===== src/rtl/seg_scan_driver.sv =====
`default_nettype none
// ============================================================================
// Module   : seg_scan_driver
// Purpose  : Time-multiplexes a 16-bit, 4-nibble display word onto a 4-digit
//            common-anode 7-segment display. The word is captured into a
//            shadow register only at frame boundaries, so a digit never tears
//            mid-frame. Optional whole-display blink.
// Ports    : clk          - system clock, all state on rising edge
//            rst_n        - synchronous active-low reset
//            word_i       - display word {d3,d2,d1,d0}, d3 = leftmost
//            blink_en_i   - 1 = display alternates on/off every BLINK_FRAMES
//            an_o         - digit enables, active low, an_o[3] = leftmost
//            seg_o        - segments {g,f,e,d,c,b,a}, active low
//            dp_o         - decimal point, active low, always off
//            frame_done_o - 1-cycle pulse when the shadow word is captured
// Revision : 1.0 - initial release
// ============================================================================
module seg_scan_driver #(
    parameter int REFRESH_DIV  = 100000,
    parameter int BLINK_FRAMES = 125
) (
    input  logic        clk,
    input  logic        rst_n,
    input  logic [15:0] word_i,
    input  logic        blink_en_i,
    output logic [3:0]  an_o,
    output logic [6:0]  seg_o,
    output logic        dp_o,
    output logic        frame_done_o
);

    localparam int PW = (REFRESH_DIV  > 1) ? $clog2(REFRESH_DIV)  : 1;
    localparam int BW = (BLINK_FRAMES > 1) ? $clog2(BLINK_FRAMES) : 1;

    localparam logic [PW-1:0] c_presc_last = PW'(REFRESH_DIV - 1);
    localparam logic [PW-1:0] c_presc_one  = PW'(1);
    localparam logic [BW-1:0] c_blink_last = BW'(BLINK_FRAMES - 1);
    localparam logic [BW-1:0] c_blink_one  = BW'(1);

    typedef enum logic [0:0] {
        PH_ON  = 1'b0,
        PH_OFF = 1'b1
    } phase_t;

    logic [PW-1:0] presc_q,     presc_d;
    logic [1:0]    idx_q,       idx_d;
    logic [15:0]   shadow_q,    shadow_d;
    logic [BW-1:0] blink_cnt_q, blink_cnt_d;
    phase_t        phase_q,     phase_d;
    logic [3:0]    an_q,        an_d;
    logic [6:0]    seg_q,       seg_d;
    logic          dp_q,        dp_d;
    logic          fdone_q,     fdone_d;

    logic          tick;
    logic          boundary;
    logic [3:0]    nibble;

    // Active-low gfedcba patterns; 4'hF is the blank code.
    function automatic logic [6:0] decode(input logic [3:0] n);
        logic [6:0] s;
        s = 7'h7F;
        case (n)
            4'h0: s = 7'b1000000;
            4'h1: s = 7'b1111001;
            4'h2: s = 7'b0100100;
            4'h3: s = 7'b0110000;
            4'h4: s = 7'b0011001;
            4'h5: s = 7'b0010010;
            4'h6: s = 7'b0000010;
            4'h7: s = 7'b1111000;
            4'h8: s = 7'b0000000;
            4'h9: s = 7'b0010000;
            4'hA: s = 7'b0001000;
            4'hB: s = 7'b0000011;
            4'hC: s = 7'b1000110;
            4'hD: s = 7'b0100001;
            4'hE: s = 7'b0000110;
            default: s = 7'b1111111;
        endcase
        return s;
    endfunction

    always_ff @(posedge clk) begin
        if (!rst_n) begin
            presc_q     <= '0;
            idx_q       <= 2'd0;
            shadow_q    <= 16'hFFFF;
            blink_cnt_q <= '0;
            phase_q     <= PH_ON;
            an_q        <= 4'b1111;
            seg_q       <= 7'h7F;
            dp_q        <= 1'b1;
            fdone_q     <= 1'b0;
        end else begin
            presc_q     <= presc_d;
            idx_q       <= idx_d;
            shadow_q    <= shadow_d;
            blink_cnt_q <= blink_cnt_d;
            phase_q     <= phase_d;
            an_q        <= an_d;
            seg_q       <= seg_d;
            dp_q        <= dp_d;
            fdone_q     <= fdone_d;
        end
    end

    always_comb begin
        tick        = (presc_q == c_presc_last);
        boundary    = tick && (idx_q == 2'd3);
        presc_d     = tick ? '0 : (presc_q + c_presc_one);
        idx_d       = tick ? (idx_q + 2'd1) : idx_q;
        shadow_d    = boundary ? word_i : shadow_q;
        fdone_d     = boundary;
        blink_cnt_d = blink_cnt_q;
        phase_d     = phase_q;
        dp_d        = 1'b1;

        // Dropping blink_en restarts the blink cadence so the next enable
        // always gets a full ON phase first.
        if (!blink_en_i) begin
            blink_cnt_d = '0;
            phase_d     = PH_ON;
        end else if (boundary) begin
            if (blink_cnt_q == c_blink_last) begin
                blink_cnt_d = '0;
                phase_d     = (phase_q == PH_ON) ? PH_OFF : PH_ON;
            end else begin
                blink_cnt_d = blink_cnt_q + c_blink_one;
            end
        end

        // an and seg both derive from the same idx_q, so they move together.
        // phase_q can only be OFF while blinking is enabled.
        nibble = shadow_q[{idx_q, 2'b00} +: 4];
        seg_d  = decode(nibble);
        an_d   = (phase_q == PH_OFF) ? 4'b1111 : ~(4'b0001 << idx_q);
    end

    assign an_o         = an_q;
    assign seg_o        = seg_q;
    assign dp_o         = dp_q;
    assign frame_done_o = fdone_q;

endmodule
`default_nettype wire


===== config.mk =====
export PLATFORM = sky130hd
export DESIGN_NAME = seg_scan_driver
export DESIGN_NICKNAME = d
export VERILOG_FILES = /design/src/rtl/seg_scan_driver.sv
export SDC_FILE = /design/constraint.sdc
export NUM_CORES = 1
export LEC_CHECK = 0
export CELL_PAD_IN_SITES_DETAIL_PLACEMENT = 0
export CELL_PAD_IN_SITES_GLOBAL_PLACEMENT = 1
export CORE_UTILIZATION = 42
export DETAILED_ROUTE_END_ITERATION = 7
export PLACE_DENSITY_LB_ADDON = 0.1
export REMOVE_ABC_BUFFERS = 1
export SLEW_MARGIN = 5
export SYNTH_ARGS = -nofsm -noshare
export SYNTH_HDL_FRONTEND = slang
export SYNTH_SLANG_ARGS = --single-unit

===== constraint.sdc =====
create_clock -name clk -period 2 [get_ports clk]
set_input_delay 0.4 -clock clk [delete_from_list [all_inputs] [get_ports clk]]
set_output_delay 0.4 -clock clk [all_outputs]
set_load 0.02 [all_outputs]

==> impl_results.html <==
<table>
<tr><th>Metric</th><th>Value</th></tr>
<tr><th colspan="2">Routing</th></tr>
<tr><td>Detail-routed via count per cell</td><td>5.49</td></tr>
<tr><td>Vias</td><td>2202</td></tr>
<tr><td>Final wirelength</td><td>5.48 mm</td></tr>
<tr><td>Post-route antenna net violation count</td><td>0</td></tr>
<tr><td>Drt first-iter violations</td><td>139</td></tr>
<tr><td>Detailed-routing iteration count for the pre-antenna-repair pass</td><td>4</td></tr>
<tr><td>Post-detailed-route DRC marker count</td><td>0</td></tr>
<tr><td>Average wire length per cell after detail routing</td><td>13.7 um</td></tr>
<tr><th colspan="2">Clock network</th></tr>
<tr><td>CTS Buffer Depth</td><td>2</td></tr>
<tr><td>Clk Latency, worst-skew pair</td><td>0.31 ns</td></tr>
<tr><td>Htree depth</td><td>2</td></tr>
<tr><td>CTS clk-pin slew, worst paths</td><td>0.10 ns</td></tr>
<tr><td>Sinks on Clock Net</td><td>55</td></tr>
<tr><td>Root cell of the clock tree</td><td>clkbuf_8</td></tr>
<tr><td>Cts-stage hold buffer count</td><td>0</td></tr>
<tr><td>TritonCTS Buffers</td><td>5</td></tr>
<tr><td>Clock tree from TritonCTS</td><td>yes</td></tr>
<tr><th colspan="2">STA</th></tr>
<tr><td>Total negative setup slack</td><td>0 ns</td></tr>
<tr><td>Minimum clock period</td><td>1.89 ns</td></tr>
<tr><td>Worst slew margin</td><td>0.665</td></tr>
<tr><td>Final worst-path cycle share</td><td>0.946</td></tr>
<tr><td>Slew at the pin closest to its max-slew limit</td><td>approximately 0.50 ns</td></tr>
<tr><td>Count of final hold-check violations</td><td>0</td></tr>
<tr><td>Final number of max-transition violations</td><td>0</td></tr>
<tr><td>Top achievable clock speed</td><td>0.529 GHz</td></tr>
<tr><td>Fin Clk Skew</td><td>0.0125 ns</td></tr>
<tr><td>Setup violations, final</td><td>0</td></tr>
<tr><td>RSZ-0062 raised after global routing</td><td>false</td></tr>
<tr><td>Final worst slack</td><td>0.109 ns</td></tr>
<tr><th colspan="2">Layout</th></tr>
<tr><td>Number of standard cells in the final layout excluding fillers</td><td>401</td></tr>
<tr><td>Area added between synthesis and finish</td><td>18.1%</td></tr>
<tr><td>End-of-flow core utilization</td><td>0.518</td></tr>
<tr><td>Number of nets in the finished design</td><td>357</td></tr>
<tr><td>Share of cells above drive strength 1</td><td>0.0859</td></tr>
<tr><td>Number of inserted filler cells in the final layout</td><td>589</td></tr>
<tr><td>Number of diodes</td><td>0</td></tr>
<tr><th colspan="2">Synth</th></tr>
<tr><td>Largest area contributor in the netlist</td><td>dfxtp_1</td></tr>
<tr><td>Average cell area after synthesis</td><td>8.94 um^2</td></tr>
<tr><td>Main flop type after synthesis</td><td>dfxtp_1</td></tr>
<tr><td>Async set-or-reset flop fraction in the synthesized netlist</td><td>0</td></tr>
<tr><td>Post-synthesis register bit count</td><td>55</td></tr>
<tr><td>Most numerous cell types in the synthesized netlist</td><td>55 x dfxtp_1, 42 x nand3_1, 23 x o21ai_0</td></tr>
<tr><td>Most frequent cell after synthesis</td><td>dfxtp_1</td></tr>
<tr><td>Number of warnings printed during yosys synthesis</td><td>0</td></tr>
<tr><td>Fraction of post-synthesis cell area in the top cell type by area</td><td>0.419</td></tr>
<tr><td>Post-synth EDFFs</td><td>0</td></tr>
<tr><td>Most area-consuming cells after synthesis</td><td>dfxtp_1 42%, nand3_1 8.0%, ha_1 6.2%, o21ai_0 4.4%, mux4_2 3.4%</td></tr>
<tr><td>Number of distinct library cells after synthesis</td><td>47</td></tr>
<tr><td>Seq/Total Area, Yosys</td><td>0.419</td></tr>
<tr><td>Gate count after technology mapping</td><td>294</td></tr>
<tr><td>Synthesized area</td><td>2630 um^2</td></tr>
<tr><th colspan="2">Global routing</th></tr>
<tr><td>Antenna violations before repair</td><td>0</td></tr>
<tr><td>Pin count of the biggest net entering global routing</td><td>26</td></tr>
<tr><td>Vias in the first global route</td><td>2005</td></tr>
<tr><td>First-pass GRT wire length</td><td>9.32 mm</td></tr>
<tr><td>Global route total overflow</td><td>0</td></tr>
<tr><td>Overall track demand over capacity in global routing</td><td>0.183</td></tr>
<tr><th colspan="2">Placed design</th></tr>
<tr><td>Cell count after placement</td><td>393</td></tr>
<tr><td>Global placer's final weighted congestion</td><td>0.790</td></tr>
<tr><td>Worst slack at placement</td><td>0.0395 ns</td></tr>
<tr><td>Number of input and output port buffers inserted</td><td>30</td></tr>
<tr><td>Half-perimeter wire length after detailed placement</td><td>3.94 mm</td></tr>
<tr><th colspan="2">Die</th></tr>
<tr><td>Site row count</td><td>28</td></tr>
<tr><td>Core Region</td><td>about 6000 um^2</td></tr>
<tr><td>Die outline width</td><td>81.1 um</td></tr>
<tr><td>I/O pins</td><td>32</td></tr>
<tr><td>Die H</td><td>around 81 um</td></tr>
<tr><td>Total die area</td><td>6580 um^2</td></tr>
<tr><td>Initial Utilization</td><td>0.439</td></tr>
<tr><th colspan="2">Worst setup path</th></tr>
<tr><td>Worst Setup Start Kind</td><td>flop</td></tr>
<tr><td>Worst setup EP type</td><td>flop</td></tr>
<tr><td>Cell Chain, Critical Path</td><td>mux4_2 &gt; inv_1 &gt; ha_1 &gt; o211a_1 &gt; a31oi_1</td></tr>
<tr><td>Cell type group with the largest total delay on the critical path</td><td>multiplexers</td></tr>
<tr><td>Bufs and invs on worst path</td><td>1</td></tr>
<tr><td>Endpoint required time on the critical path</td><td>between 2 and 2.5 ns</td></tr>
<tr><td>Maximum fanout count along the critical path</td><td>7</td></tr>
<tr><td>Data arrival time of the worst path</td><td>2.12 ns</td></tr>
<tr><td>Delay of the slowest cell on the worst path</td><td>just over 0.6 ns</td></tr>
<tr><td>Max stage delay cell, worst path</td><td>mux4_2</td></tr>
<tr><td>Setup CP Type</td><td>flop to flop</td></tr>
<tr><th colspan="2">Run status</th></tr>
<tr><td>Outcome</td><td>completed</td></tr>
<tr><th colspan="2">Worst hold path</th></tr>
<tr><td>Min-Delay Path Class</td><td>flop to flop</td></tr>
<tr><th colspan="2">Power and ir drop</th></tr>
<tr><td>Ratio of total power to cell area</td><td>575 nW/um^2</td></tr>
<tr><td>Lkg Pwr</td><td>~1.1 nW</td></tr>
<tr><td>Worst vdd ir</td><td>0.000310 V</td></tr>
<tr><th colspan="2">Job</th></tr>
<tr><td>Max-cap violations</td><td>0</td></tr>
</table>
metal layers:
| layer | vias up | routed length [um] | GRT usage |
|---|---|---|---|
| met3 | 5 | 140 | 0.0337 |
| li1 | 1128 | - | - |
| met1 | 1034 | 2720 | 0.243 |
| met5 | - | 0 | 0 |
| met4 | 0 | 51 | 0.0589 |
| met2 | 35 | 2570 | 0.300 |
path summary, 6_finish.rpt:
check,from,endpoint,slack (ns),cells past startpoint
setup reg to reg,idx_q[0],seg_o[3],0.11,5
hold / removal,blink_cnt_q[5],blink_cnt_q[5],0.48,1
setup / recovery,idx_q[0],seg_o[3],0.11,5
hold reg to reg,blink_cnt_q[5],blink_cnt_q[5],0.48,1
layout make-up:
type | count | area (um^2) | area share
timing repair buffer | 42 | 390 | 0.126
multi-input combinational | 211 | 1400 | 0.451
sequential | 55 | 1100 | 0.355
inverter | 10 | 37.5 | 0.0121
clock inverter | 1 | 5.00 | 0.00161
tap | 75 | 93.8 | 0.0302
clock buffer | 7 | 76.3 | 0.0246
worst reg2reg max path, delay by kind of cell, from the launching register on:
kind	cells	cell delay [ns]
mux	1	0.61
compound gates	2	0.35
buf+inv	1	0.16
flops	1	0.41
fa+ha+maj	1	0.28
where the power goes:
part / switching, W / internal (W) / total, W
sequential: 0.00000601 / 0.00110 / 0.00111
combinational: 0.0000357 / 0.0000453 / 0.0000809
clock: 0.000351 / 0.000247 / 0.000598
registers in the layout, indices dropped and copies added, names as in the netlist:
signal	flops
blink_cnt_q	7
idx_q	2
shadow_q	16
seg_o	7
presc_q	17
frame_done_o	1
an_o	4
phase_q	1
cells by family (layout without fill, tap and decap cells):
logic type / Yosys count / count (layout) / share of synthesized area
adder cells (fa/ha/maj): 13 / 13 / 0.0619
AND/OR/NAND/NOR: 119 / 119 / 0.249
XOR/XNOR: 10 / 10 / 0.0333
other: 1 / 1 / 0.00143
multiplexers: 8 / 8 / 0.0495
AO/OA/AOI/OAI: 60 / 60 / 0.137
buffers and inverters: 28 / 60 / 0.0490
flip-flops: 55 / 55 / 0.419
cell usage in the layout, fill, tap and decap left out, types with 3 or more instances in the layout:
cell type        netlist  final
a21oi_1               14     14
a31oi_1                5      5
and3_1                 5      5
and4_1                 3      3
buf_4                  3     12
clkbuf_8               0      5
clkdlybuf4s50_1        0     30
dfxtp_1               55     54
ha_1                  13     13
inv_1                 10     10
mux2i_1                4      4
mux4_2                 4      4
nand2_1               21     21
nand3_1               42     42
nand4_1                8      8
nor2_1                18     18
nor3_1                 3      3
o21ai_0               23     23
o31ai_1                7      7
or4_1                  6      6
xnor2_1                4      4
xor2_1                 6      6
what timing repair did:
item	in CTS	in global routing
gates resized for setup	0	1
buffers inserted	0	0
setup endpoints to repair	0	2
stage by stage:
step           instance area [um^2]  power, W  hold slack, ns
2_1_floorplan                  2540   0.00115           0.443
3_3_place_gp                   3020   0.00121           0.462
3_5_place_dp                   3020   0.00121           0.469
4_1_cts                        3100   0.00181           0.485
5_1_grt                        3100   0.00185           0.510
6_report                       3100   0.00178           0.480
No activity file was read; power rests on OpenSTA's default activity.
